### src/rtl/dbus_loader_pkg.sv
// rtl/dbus_loader_pkg.sv - opcodes, FSM encoding and constants for the dBus loader
package dbus_loader_pkg;

  localparam logic [7:0] OP_WRITE   = 8'h01;
  localparam logic [7:0] OP_READ    = 8'h02;
  localparam logic [7:0] OP_WRNEXT  = 8'h03;
  localparam logic [7:0] OP_HOLD    = 8'h04;
  localparam logic [7:0] OP_RELEASE = 8'h05;
  localparam logic [7:0] OP_CLRERR  = 8'h06;

  localparam logic [7:0]  ACK_BYTE  = 8'hA5;
  localparam logic [7:0]  NAK_BYTE  = 8'hE5;
  localparam logic [31:0] DEADBEEF  = 32'hDEADBEEF;
  localparam logic [1:0]  SIZE_WORD = 2'd2;

  typedef enum logic [2:0] {
    ST_IDLE,
    ST_ADDR,
    ST_DATA,
    ST_CMD,
    ST_RSP,
    ST_TX,
    ST_ACK
  } state_e;

  // Bytes arrive little-endian, so each new byte becomes the current top byte.
  function automatic logic [31:0] shift_le(input logic [31:0] cur, input logic [7:0] b);
    return {b, cur[31:8]};
  endfunction

endpackage

### src/rtl/dbus_loader_ser.sv
// rtl/dbus_loader_ser.sv - 32-bit word to 4-byte little-endian valid/ready serializer
module dbus_loader_ser (
  input  logic        clk_i,
  input  logic        reset_i,
  input  logic        load_i,
  input  logic [31:0] load_data_i,
  output logic        out_valid_o,
  input  logic        out_ready_i,
  output logic [7:0]  out_data_o,
  output logic        done_o
);

  logic [31:0] word_q, word_d;
  logic [1:0]  idx_q, idx_d;
  logic        busy_q, busy_d;

  always_comb begin
    word_d = word_q;
    idx_d  = idx_q;
    busy_d = busy_q;
    if (load_i && !busy_q) begin
      word_d = load_data_i;
      idx_d  = 2'd0;
      busy_d = 1'b1;
    end else if (busy_q && out_ready_i) begin
      idx_d = idx_q + 2'd1;
      if (idx_q == 2'd3) begin
        busy_d = 1'b0;
      end
    end
  end

  always_ff @(posedge clk_i) begin
    if (reset_i) begin
      word_q <= '0;
      idx_q  <= '0;
      busy_q <= 1'b0;
    end else begin
      word_q <= word_d;
      idx_q  <= idx_d;
      busy_q <= busy_d;
    end
  end

  assign out_valid_o = busy_q;
  assign out_data_o  = word_q[{idx_q, 3'b000} +: 8];
  assign done_o      = busy_q && out_ready_i && (idx_q == 2'd3);

endmodule

### src/rtl/dbus_loader.sv
// rtl/dbus_loader.sv - byte-stream command decoder driving single-word dBus reads/writes
// DBUS_LOADER_ACK_EN: write/control commands return one ACK (A5) or NAK (E5) byte.
module dbus_loader
  import dbus_loader_pkg::*;
#(
  parameter int unsigned RSP_TIMEOUT   = 64,
  parameter bit          HOLD_AT_RESET = 1'b0
) (
  input  logic        clk_i,
  input  logic        reset_i,
  input  logic        in_valid_i,
  output logic        in_ready_o,
  input  logic [7:0]  in_data_i,
  output logic        out_valid_o,
  input  logic        out_ready_i,
  output logic [7:0]  out_data_o,
  output logic        dbus_cmd_valid_o,
  input  logic        dbus_cmd_ready_i,
  output logic        dbus_cmd_wr_o,
  output logic [31:0] dbus_cmd_address_o,
  output logic [31:0] dbus_cmd_data_o,
  output logic [1:0]  dbus_cmd_size_o,
  input  logic        dbus_rsp_ready_i,
  input  logic        dbus_rsp_error_i,
  input  logic [31:0] dbus_rsp_data_i,
  output logic        cpu_hold_o,
  output logic        err_sticky_o
);

  localparam int unsigned      TW         = $clog2(RSP_TIMEOUT + 1);
  localparam logic [TW-1:0]    TIMER_LAST = TW'(RSP_TIMEOUT - 1);

`ifdef DBUS_LOADER_ACK_EN
  localparam state_e AFTER_WR = ST_ACK;
`else
  localparam state_e AFTER_WR = ST_IDLE;
`endif

  state_e          state_q, state_d;
  logic [7:0]      op_q, op_d;
  logic [1:0]      cnt_q, cnt_d;
  logic [31:0]     addr_q, addr_d;
  logic [31:0]     data_q, data_d;
  logic [TW-1:0]   timer_q, timer_d;
  logic            hold_q, hold_d;
  logic            err_q, err_d;

  logic            in_fire;
  logic            is_write;
  logic            rsp_timeout;
  logic            ser_load;
  logic [31:0]     rd_word;
  logic            ser_valid;
  logic [7:0]      ser_data;
  logic            ser_done;

  assign in_fire     = in_valid_i && in_ready_o;
  assign is_write    = (op_q != OP_READ);
  assign rsp_timeout = (timer_q == TIMER_LAST);
  assign rd_word     = (dbus_rsp_ready_i && !dbus_rsp_error_i) ? dbus_rsp_data_i : DEADBEEF;

  always_ff @(posedge clk_i) begin
    if (reset_i) begin
      state_q <= ST_IDLE;
    end else begin
      state_q <= state_d;
    end
  end

  always_comb begin
    state_d = state_q;
    case (state_q)
      ST_IDLE: begin
        if (in_fire) begin
          case (in_data_i)
            OP_WRITE, OP_READ:                  state_d = ST_ADDR;
            OP_WRNEXT:                          state_d = ST_DATA;
            OP_HOLD, OP_RELEASE, OP_CLRERR:     state_d = AFTER_WR;
            default:                            state_d = ST_IDLE;
          endcase
        end
      end
      ST_ADDR: begin
        if (in_fire && cnt_q == 2'd3) begin
          state_d = (op_q == OP_READ) ? ST_CMD : ST_DATA;
        end
      end
      ST_DATA: begin
        if (in_fire && cnt_q == 2'd3) begin
          state_d = ST_CMD;
        end
      end
      ST_CMD: begin
        if (dbus_cmd_ready_i) begin
          state_d = is_write ? AFTER_WR : ST_RSP;
        end
      end
      ST_RSP: begin
        if (dbus_rsp_ready_i || rsp_timeout) begin
          state_d = ST_TX;
        end
      end
      ST_TX: begin
        if (ser_done) begin
          state_d = ST_IDLE;
        end
      end
      ST_ACK: begin
        if (out_ready_i) begin
          state_d = ST_IDLE;
        end
      end
      default: state_d = ST_IDLE;
    endcase
  end

  // Handshake outputs are forced low while reset is asserted.
  always_comb begin
    in_ready_o       = 1'b0;
    dbus_cmd_valid_o = 1'b0;
    ser_load         = 1'b0;
    case (state_q)
      ST_IDLE, ST_ADDR, ST_DATA: in_ready_o = !reset_i;
      ST_CMD:                    dbus_cmd_valid_o = !reset_i;
      ST_RSP:                    ser_load = dbus_rsp_ready_i || rsp_timeout;
      default: ;
    endcase
    out_valid_o = !reset_i && (ser_valid || state_q == ST_ACK);
    out_data_o  = (state_q == ST_ACK) ? (err_q ? NAK_BYTE : ACK_BYTE) : ser_data;
  end

  assign dbus_cmd_wr_o      = is_write;
  assign dbus_cmd_address_o = addr_q;
  assign dbus_cmd_data_o    = data_q;
  assign dbus_cmd_size_o    = SIZE_WORD;
  assign cpu_hold_o         = hold_q;
  assign err_sticky_o       = err_q;

  always_comb begin
    op_d    = op_q;
    cnt_d   = cnt_q;
    addr_d  = addr_q;
    data_d  = data_q;
    timer_d = timer_q;
    hold_d  = hold_q;
    err_d   = err_q;
    case (state_q)
      ST_IDLE: begin
        if (in_fire) begin
          op_d  = in_data_i;
          cnt_d = 2'd0;
          case (in_data_i)
            OP_WRITE, OP_READ, OP_WRNEXT: ;
            OP_HOLD:    hold_d = 1'b1;
            OP_RELEASE: hold_d = 1'b0;
            OP_CLRERR:  err_d  = 1'b0;
            default:    err_d  = 1'b1;
          endcase
        end
      end
      ST_ADDR: begin
        if (in_fire) begin
          cnt_d  = cnt_q + 2'd1;
          addr_d = shift_le(addr_q, in_data_i);
          if (cnt_q == 2'd3) begin
            addr_d[1:0] = 2'b00;
          end
        end
      end
      ST_DATA: begin
        if (in_fire) begin
          cnt_d  = cnt_q + 2'd1;
          data_d = shift_le(data_q, in_data_i);
        end
      end
      ST_CMD: begin
        if (dbus_cmd_ready_i) begin
          timer_d = '0;
          if (is_write) begin
            addr_d = addr_q + 32'd4;
          end
        end
      end
      ST_RSP: begin
        timer_d = timer_q + 1'b1;
        if (dbus_rsp_ready_i ? dbus_rsp_error_i : rsp_timeout) begin
          err_d = 1'b1;
        end
      end
      default: ;
    endcase
  end

  always_ff @(posedge clk_i) begin
    if (reset_i) begin
      op_q    <= '0;
      cnt_q   <= '0;
      addr_q  <= '0;
      data_q  <= '0;
      timer_q <= '0;
      hold_q  <= HOLD_AT_RESET;
      err_q   <= 1'b0;
    end else begin
      op_q    <= op_d;
      cnt_q   <= cnt_d;
      addr_q  <= addr_d;
      data_q  <= data_d;
      timer_q <= timer_d;
      hold_q  <= hold_d;
      err_q   <= err_d;
    end
  end

  dbus_loader_ser u_ser (
    .clk_i       (clk_i),
    .reset_i     (reset_i),
    .load_i      (ser_load),
    .load_data_i (rd_word),
    .out_valid_o (ser_valid),
    .out_ready_i (out_ready_i),
    .out_data_o  (ser_data),
    .done_o      (ser_done)
  );

endmodule

### config.mk
export PLATFORM = sky130hd
export DESIGN_NAME = dbus_loader
export DESIGN_NICKNAME = d
export VERILOG_FILES = /design/src/rtl/dbus_loader_pkg.sv /design/src/rtl/dbus_loader_ser.sv /design/src/rtl/dbus_loader.sv
export SDC_FILE = /design/constraint.sdc
export NUM_CORES = 1
export LEC_CHECK = 0
export ABC_AREA = 1
export CORE_AREA = 4 4 123 125
export CTS_CLUSTER_SIZE = 30
export DETAILED_ROUTE_END_ITERATION = 10
export DIE_AREA = 0 0 127 129
export PLACE_DENSITY = 0.72
export SKIP_LAST_GASP = 1
export SYNTH_ARGS = -nofsm -noshare
export SYNTH_HDL_FRONTEND = slang
export SYNTH_SLANG_ARGS = --single-unit
### constraint.sdc
create_clock -name clk_i -period 2.05 [get_ports clk_i]
set_input_delay 0.41 -clock clk_i [delete_from_list [all_inputs] [get_ports clk_i]]
set_output_delay 0.41 -clock clk_i [all_outputs]
set_load 0.005 [all_outputs]
# ---- Yosys cells after proc, flatten, opt, wreduce, memory -nomap -nowiden
# Cells that the tools add are included.
dict set report word_totals {
  in_bits 47
  wordCells 115
  out_inout_bits 80
  reg_bits 121
}
dict set report op_classes {
  n_shift 1
  n_addsub 4
  eq_ne 29
  mux 36
  n_reduce_logical 34
}
# cell n
set ops {}
lappend ops {{32-bit 2-to-1 mux} 4}
lappend ops {{32-bit case mux with 2 select lines} 1}
lappend ops {{32-bit by 3-bit adder with 32-bit output (second input constant)} 1}
lappend ops {{32-bit by 6-bit variable part select with 8-bit output} 1}
lappend ops {{8-bit by 2-bit == test with 1-bit output (second input constant)} 3}
lappend ops {{8-bit by 3-bit == test with 1-bit output (second input constant)} 3}
lappend ops {{3-bit 2-to-1 mux} 8}
lappend ops {{2-bit != test (second input constant)} 11}
lappend ops {{3-bit case mux with 7 select lines} 1}
lappend ops {{7-bit 2-to-1 mux} 2}
lappend ops {{7-bit case mux with 2 select lines} 1}
lappend ops {{2-bit nonzero test} 7}
lappend ops {{1-bit 2-to-1 mux} 10}
lappend ops {{3-bit == test (second input constant)} 3}
lappend ops {{8-bit by 1-bit == test with 1-bit output (second input constant)} 1}
lappend ops {{8-bit 2-to-1 mux} 1}
lappend ops {{8-bit by 2-bit != test with 1-bit output (second input constant)} 1}
lappend ops {{2-bit case mux with 2 select lines} 2}
lappend ops {{2-bit AND reduction} 4}
lappend ops {{4-bit AND reduction} 2}
lappend ops {{7-bit by 1-bit adder with 7-bit output (second input constant)} 1}
lappend ops {{7-bit by 6-bit == test with 1-bit output (second input constant)} 1}
lappend ops {{1-bit logical AND} 7}
lappend ops {{7-bit AND reduction} 1}
lappend ops {{14 further kinds} 27}

# ---- Logic depth before layout (Yosys ltp)
# Gate-level depths: netlist of the first run.
dict set report depth {
  word_depth 7
  ltp_mapped 11
  mapped_depth_nobuf 11
}

# ---- Modules after synthesis
# From an unflattened synthesis of the first run, not the netlist that was laid out.
dict set report unflattened {
  cells_unflattened 1125
  hier_area_um2 6967.9
}
# module cells_per_inst area_per_inst_um2 instances seq_area_each_um2
set modules_own_cells {}
lappend modules_own_cells {dbus_loader 805 5017.3 1 1721.7}
lappend modules_own_cells {dbus_loader_ser 320 1950.6 1 700.7}

# ---- Least setup slack after synthesis of the first run
# No wires, ideal clock.
dict set report synth_path {
  path_type {input to output}
  from {in reset_i}
  to {out out_valid_o}
  arrival_ns 1.237
  path_slack_ns 0.403
  path_buffers 2
  stages 4
  path_cell_list {inv_1 -> clkbuf_1 -> clkbuf_1 -> o21a_1}
}
dict set report synth_between {
  elab_chain_cells 2
}
# element line_no
set synth_lines {}
lappend synth_lines {{start: declaration} dbus_loader.sv:10} ;# input logic reset_i,
lappend synth_lines {{1-bit logical NOT} dbus_loader.sv:128} ;# out_valid_o = !reset_i && (ser_valid || state_q == ST_ACK);
lappend synth_lines {{1-bit logical AND} dbus_loader.sv:128}
lappend synth_lines {{end: declaration} dbus_loader.sv:14} ;# output logic out_valid_o,
# Every way passes these cells.

# ---- Worst setup path in the final report of the first run
dict set report layout_path {
  from {reg u_ser.idx_q[0]}
  to {out out_data_o[5]}
}
dict set report layout_between {
  elab_chain_cells 2
}
# element line_no
set layout_lines {}
lappend layout_lines {{start: declaration} dbus_loader_ser.sv:14} ;# logic [1:0] idx_q, idx_d;
lappend layout_lines {{start signal: assignment} dbus_loader_ser.sv:40} ;# idx_q <= idx_d;
lappend layout_lines {{32-bit by 6-bit variable part select with 8-bit output} dbus_loader_ser.sv:46} ;# assign out_data_o = word_q[{idx_q, 3'b000} +: 8];
lappend layout_lines {{8-bit 2-to-1 mux} dbus_loader.sv:129} ;# out_data_o = (state_q == ST_ACK) ? (err_q ? NAK_BYTE : ACK_BYTE) : ser_data;
lappend layout_lines {{end: declaration} dbus_loader.sv:16} ;# output logic [7:0] out_data_o,
# Every way passes these cells.

==> impl_metrics.py, run 1 <==
metrics = {
    "routing": {
        "via_per_inst": 5.14,
        "ant_nets": 0,
        "remaining_drc_errors": 0,
        "drt_iter0_drc": 509,
        "dr.pass1.iters": 5,
        "wire_per_inst_microns": 14.2,
        "wl_microns": 18200,
        "vias": 6615,
    },
    "flow_run": {
        "maxCapViolCount": 0,
    },
    "yosys": {
        "synth_top_flop_cell": "dfxtp_1",
        "ys_async_sr_fraction_pct": 0,
        "yosys.cell_types.count": 40,
        "synth_top_family_by_area": "simple AND/OR/NAND/NOR gates",
        "synth_compound_area_share_pct": 16.3,
        "syn_inst": 958,
        "synth_xor_area_share_pct": 0.282,
        "synthesis.nets": 1009,
        "synth-edff-count": 0,
        "yosys.area_share.simple_pct": 34.9,
        "yosysWarnings": 0,
        "ys_seq_elements": 121,
        "synthAdderAreaFrac_pct": 0.805,
        "synthMuxAreaShare_pct": 0,
        "syn_avg_cell_area_sq_um": 6.49,
        "yosysSeqAreaShare_pct": 38.9,
        "synthesis.area_sq_um": 6220,
    },
    "cts": {
        "clk_pin_slew_ps": 60,
        "cts_max_path_buffers": 2,
        "numClockSinks": 121,
        "clk_latency_ps": 420,
        "cts_tree": "built",
        "htreeDepth": 4,
        "cts_buffers": 17,
        "clockRootBuffer": "clkbuf_16",
    },
    "min_path": {
        "hp-class": "flip-flop to flip-flop",
    },
    "global_routing": {
        "grt_use_total_pct": 22.1,
        "gr-total-overflow": 0,
        "grt_pass1_vias": 5933,
        "antenna_found_initial": 0,
        "grt_pass1_wl_microns": 29600,
        "grt_max_degree": 43,
    },
    "critical_path": {
        "slowest_stage": "dfxtp_4",
        "worstPathMaxFanout": 11,
        "required_ps": 1640,
        "cp_top_family": "buffers and inverters",
        "path_class": "flip-flop to output port",
        "cpPeakStageDelay_ps": 370,
        "crit_buf_inv": 2,
        "cp-end-kind": "output port",
        "arrival_ps": 1610,
        "start_kind": "flip-flop",
        "worstPathCellList": "buf_6, nor2_1, o311ai_1, dlygate4sd2_1",
    },
    "timing": {
        "setup_viol": 0,
        "clock_skew_ps": 7.96,
        "drv_slew": 0,
        "hold_viol_final": 0,
        "holdWs_ps": 450,
        "layout_setup_ws_ps": 25.9,
        "max_freq_mhz": 494,
        "fin_tns_setup_ps": 0,
        "period_needed_ps": 2020,
        "min_period_over_period_pct": 98.7,
        "rsz0062_at_grt": "true",
    },
    "power": {
        "ir_drop_uv": 694,
        "p_per_area_nw_per_um2": 1040,
        "leakage_nw": 3.37,
    },
    "floorplan": {
        "die-area_sq_um": 16400,
        "start_util_pct": 44.8,
        "io_pins": 127,
        "rows": 43,
        "die-height_microns": 129,
        "die_w_microns": 127,
        "core_sq_um": 13900,
    },
    "placement": {
        "portBuffers": 124,
        "dpl.hpwl_microns": 12700,
        "dpl_worst_slack_ps": -135,
        "gp_congestion": 0.886,
    },
    "final_layout": {
        "fillers": 1311,
        "num_antenna_cells": 0,
        "area_delta_synth_final_pct": 34.8,
        "fin_nets": 1144,
        "drive_above_1_share_pct": 10.1,
    },
    "run_status": {
        "status": "complete, no violations",
    },
}
==> tightest hold or removal path, stage by stage, from the launching register on <==
cell     delay (ps)
dfxtp_1         290
inv_1            60
a21oi_1          50
==> state kept, by name, indices dropped and copies added, names as in the netlist <==
name and flops:
cnt_q 2, cpu_hold_o 1, dbus_cmd_address_o 32, dbus_cmd_data_o 32
err_sticky_o 1, op_q 8, state_q 3, timer_q 7
u_ser.idx_q 2, u_ser.out_valid_o 1, u_ser.word_q 32
==> placed cells by master (no fill, tap or decap), types with 3 or more instances in the layout <==
cell / instances
a21oi_1: 63
inv_1: 63
nor3_1: 5
ha_1: 4
o21ai_1: 6
nand2_1: 191
dfxtp_1: 117
nor2_2: 5
nand4_1: 10
clkinvlp_4: 3
clkinv_2: 3
or2_2: 4
o21ai_0: 109
nor2_1: 201
nand2_2: 3
nand3_1: 80
clkbuf_16: 17
inv_2: 7
o22ai_1: 5
inv_4: 3
nor2_4: 5
buf_6: 4
clkinv_4: 4
buf_4: 35
dlymetal6s2s_1: 4
clkdlybuf4s50_1: 112
dlygate4sd2_1: 6
==> stage by stage <==
step	instance area [sq um]	total power, W	std cells	util (%)
CTS	8330	0.00870	1283	60.0
detailed placement	7710	0.00572	1250	55.6
global route	8390	0.00920	1286	60.4
floorplan	6220	0.00458	958	-
finish	8390	0.00871	1286	60.4
global placement	7710	0.00569	1250	55.6
==> layout make-up <==
type	count	area (sq um)	area share (%)
flip-flops and latches	121	2430	29.0
clock buffers	18	429	5.12
inverters	74	285	3.40
well taps	180	225	2.68
repair buffers	164	1560	18.6
clock inverters	14	150	1.79
multi-input cells	715	3300	39.4
==> synth_stat cells, drive strengths merged, types with 4 or more instances <==
| library cell | count | area, sq um |
|---|---|---|
| nor2 | 212 | 845 |
| nand2 | 196 | 758 |
| dfxtp | 121 | 2420 |
| o21ai | 115 | 576 |
| nand3 | 83 | 433 |
| inv | 73 | 279 |
| a21oi | 63 | 315 |
| clkbuf | 25 | 93.8 |
| buf | 23 | 164 |
| nand4 | 10 | 62.6 |
| nor3 | 6 | 35.0 |
| o22ai | 5 | 31.3 |
| ha | 4 | 50.1 |
| or2 | 4 | 25.0 |
==> metal layers <==
metal / track usage [%] / vias up / share of wire (%)
met5: 0 / - / 0
met3: 5.73 / 24 / 7.2
met2: 34.5 / 233 / 46
met4: 7.13 / 0 / 1.6
met1: 30.0 / 2967 / 46
li1: - / 3391 / -
==> path summary, 6_finish.rpt <==
path	from	to	slack [ps]	depth (start not counted)
setup / recovery	u_ser.idx_q[0]$_SDFFE_PP0N_	out_data_o[5]	30	4
hold / removal	op_q[5]$_SDFFE_PP0P_	op_q[5]$_SDFFE_PP0P_	450	2
setup reg to reg	timer_q[0]$_SDFFE_PP0P_	u_ser.word_q[21]$_SDFFE_PP0P_	170	10
hold reg to reg	op_q[5]$_SDFFE_PP0P_	op_q[5]$_SDFFE_PP0P_	450	2
==> where the power goes <==
| part | total, W | switching, W | leakage [nW] | internal, W |
|---|---|---|---|---|
| logic | 0.00255 | 0.00135 | 2.11 | 0.00120 |
| clock network | 0.00294 | 0.00114 | 0.277 | 0.00179 |
| registers | 0.00322 | 0.000445 | 0.984 | 0.00278 |
==> cell families after synthesis <==
group,count (synthesis)
and+or+nand+nor,513
AOI/OAI and AO/OA,194
buffers and inverters,122
DFF,121
adders and majority gates,4
xor gates and xnor gates,2
other,2
==> repair_timing <==
action / 4_1_cts / 5_1_grt
setup endpoints to repair: 12 / 12
hold buffers: 0 / 0
hold endpoints to repair: 0 / 0
resized for setup: 32 / 17
pin swaps: 2 / 4
setup buffers: 1 / 3
No activity file was read; power rests on OpenSTA's default activity.
==> run 2: changes to the inputs <==
- CTS_CLUSTER_SIZE: 30 -> 16
- PLACE_DENSITY: 0.72 -> 0.74
- SKIP_LAST_GASP: 1 -> not set
==> impl_metrics.py, run 2 (synthesis gave the netlist of run 1 again) <==
metrics = {
    "global_routing": {
        "grt_pass1_vias": 6182,
        "grt_use_met2_pct": 35.0,
        "gr-total-overflow": 0,
        "grt_use_total_pct": 22.0,
        "grt_max_degree": 58,
        "grt_util_met1_pct": 28.7,
        "antenna_found_initial": 0,
        "top_usage_layer": "met2",
        "met3_usage_pct": 6.56,
        "grt_pass1_wl_microns": 29700,
    },
    "final_layout": {
        "final_util_pct": 60.5,
        "fillers": 1307,
        "final_cell_mix": "nor2_1 (201), nand2_1 (191), dfxtp_1 (117)",
        "area_delta_synth_final_pct": 35.0,
        "fin_nets": 1145,
        "multiInputGateArea_sq_um": 3290,
        "regArea_sq_um": 2430,
        "drive_above_1_share_pct": 10.5,
        "num_antenna_cells": 0,
        "final_common_cell": "nor2_1",
    },
    "routing": {
        "ant_nets": 0,
        "vias": 6629,
        "remaining_drc_errors": 0,
        "dr.pass1.iters": 5,
        "wire_per_inst_microns": 14.0,
        "wl_microns": 18100,
        "via_per_inst": 5.15,
        "drt_iter0_drc": 508,
    },
    "critical_path": {
        "crit_buf_inv": 2,
        "cp_top_family": "flip-flops",
        "worstPathMaxFanout": 9,
        "arrival_ps": 1640,
        "cp-end-kind": "output port",
        "start_kind": "flip-flop",
        "required_ps": 1640,
        "path_class": "flip-flop to output port",
        "cpPeakStageDelay_ps": 360,
        "slowest_stage": "dfxtp_4",
        "worstPathCellList": "buf_6, or2_2, o21ai_1, o221ai_1, buf_2",
    },
    "run_status": {
        "status": "complete, no violations",
    },
    "timing": {
        "hold_viol_final": 0,
        "rsz0062_at_grt": "false",
        "setup_viol": 0,
        "drv_slew": 0,
        "max_freq_mhz": 488,
        "min_period_over_period_pct": 99.9,
        "layout_setup_ws_ps": 2.28,
        "slew_headroom_pct": 65.3,
        "period_needed_ps": 2050,
        "clock_skew_ps": 10.7,
        "fin_tns_setup_ps": 0,
        "worst_slew_pin_slew_ps": 521,
    },
    "flow_run": {
        "maxCapViolCount": 0,
    },
    "cts": {
        "htreeDepth": 4,
        "numClockSinks": 121,
        "clockRootBuffer": "clkbuf_16",
        "clk_latency_ps": 420,
        "clk_pin_slew_ps": 60,
        "cts_tree": "built",
        "cts_max_path_buffers": 2,
        "cts_buffers": 17,
        "ctsHoldBuffers": 0,
    },
    "min_path": {
        "hp-class": "flip-flop to flip-flop",
    },
    "power": {
        "power.total_w": 0.00879,
        "ir_drop_uv": 697,
        "leakage_nw": 3.33,
        "p_per_area_nw_per_um2": 1050,
    },
    "floorplan": {
        "io_pins": 127,
        "die_w_microns": 127,
        "die-height_microns": 129,
        "core_sq_um": 13900,
        "start_util_pct": 44.8,
        "die-area_sq_um": 16400,
        "rows": 43,
    },
    "placement": {
        "dpl.hpwl_microns": 12700,
        "gp_congestion": 0.885,
        "portBuffers": 124,
        "dpl_worst_slack_ps": -126,
    },
}
==> run 2: changes by cell type in the layout (fill, tap and decap cells not counted), moves of 2 or more <==
cell            before  now
dlymetal6s2s_1       4    0
clkinv_2             3    0
buf_12               1    3
inv_6                2    6
clkbuf_2             1    5
==> run 2: layer usage <==
| layer | vias to the layer above | wire length, microns |
|---|---|---|
| met5 | - | 0 |
| met4 | 0 | 367 |
| met3 | 31 | 1300 |
| met2 | 199 | 8190 |
| met1 | 3006 | 8220 |
| li1 | 3393 | - |
==> run 2: path summary, 6_finish.rpt <==
| check | startpoint | to | slack [ps] | cells past startpoint |
|---|---|---|---|---|
| setup / recovery | u_ser.idx_q[0]$_SDFFE_PP0N_ | out_data_o[0] | 2 | 5 |
| hold / removal | op_q[0]$_SDFFE_PP0P_ | op_q[0]$_SDFFE_PP0P_ | 460 | 2 |
| setup reg to reg | dbus_cmd_address_o[3]$_SDFFE_PP0P_ | dbus_cmd_address_o[20]$_SDFFE_PP0P_ | 220 | 9 |
| hold reg to reg | op_q[0]$_SDFFE_PP0P_ | op_q[0]$_SDFFE_PP0P_ | 460 | 2 |
==> run 2: timing repair <==
action                                  in CTS  in global routing
pin swaps                                    3                  5
resized for setup                           37                 17
endpoints found under the setup margin      12                  8
setup buffers                                3                  0
==> run 2: power breakdown <==
part | switching [W] | leakage, nW | internal, W | total [W]
Combinational | 0.00135 | 2.06 | 0.00120 | 0.00255
Sequential | 0.000440 | 0.984 | 0.00278 | 0.00322
Clock | 0.00118 | 0.289 | 0.00185 | 0.00303
Total | 0.00297 | 3.33 | 0.00582 | 0.00879
==> run 2: final cells by class <==
cell class                      count  area share, %
Sequential cell                   121           29.0
Clock buffer                       18           5.23
Inverter                           74           3.40
Multi-Input combinational cell    715           39.2
Timing Repair Buffer              165           18.6
Clock inverter                     14           1.94
Tap cell                          180           2.68
==> run 2: tightest hold or removal path: stages (launching register included) <==
cell and delay (ps):
dfxtp_1 290, inv_1 60, a21oi_1 50
==> run 2: per-stage QoR <==
step,hold slack (ps),instance area [sq um],instances
5_1_grt,477,8400,1287
3_5_place_dp,446,7750,1252
6_report,456,8400,1287
2_1_floorplan,429,6220,958
3_3_place_gp,440,7750,1252
4_1_cts,454,8410,1287
==> run 3: changes to the inputs <==
- HOLD_SLACK_MARGIN: not set -> 0.03
==> results of run 3 <==
No change in the layout: final DEF, timing and power equal those of run 2.
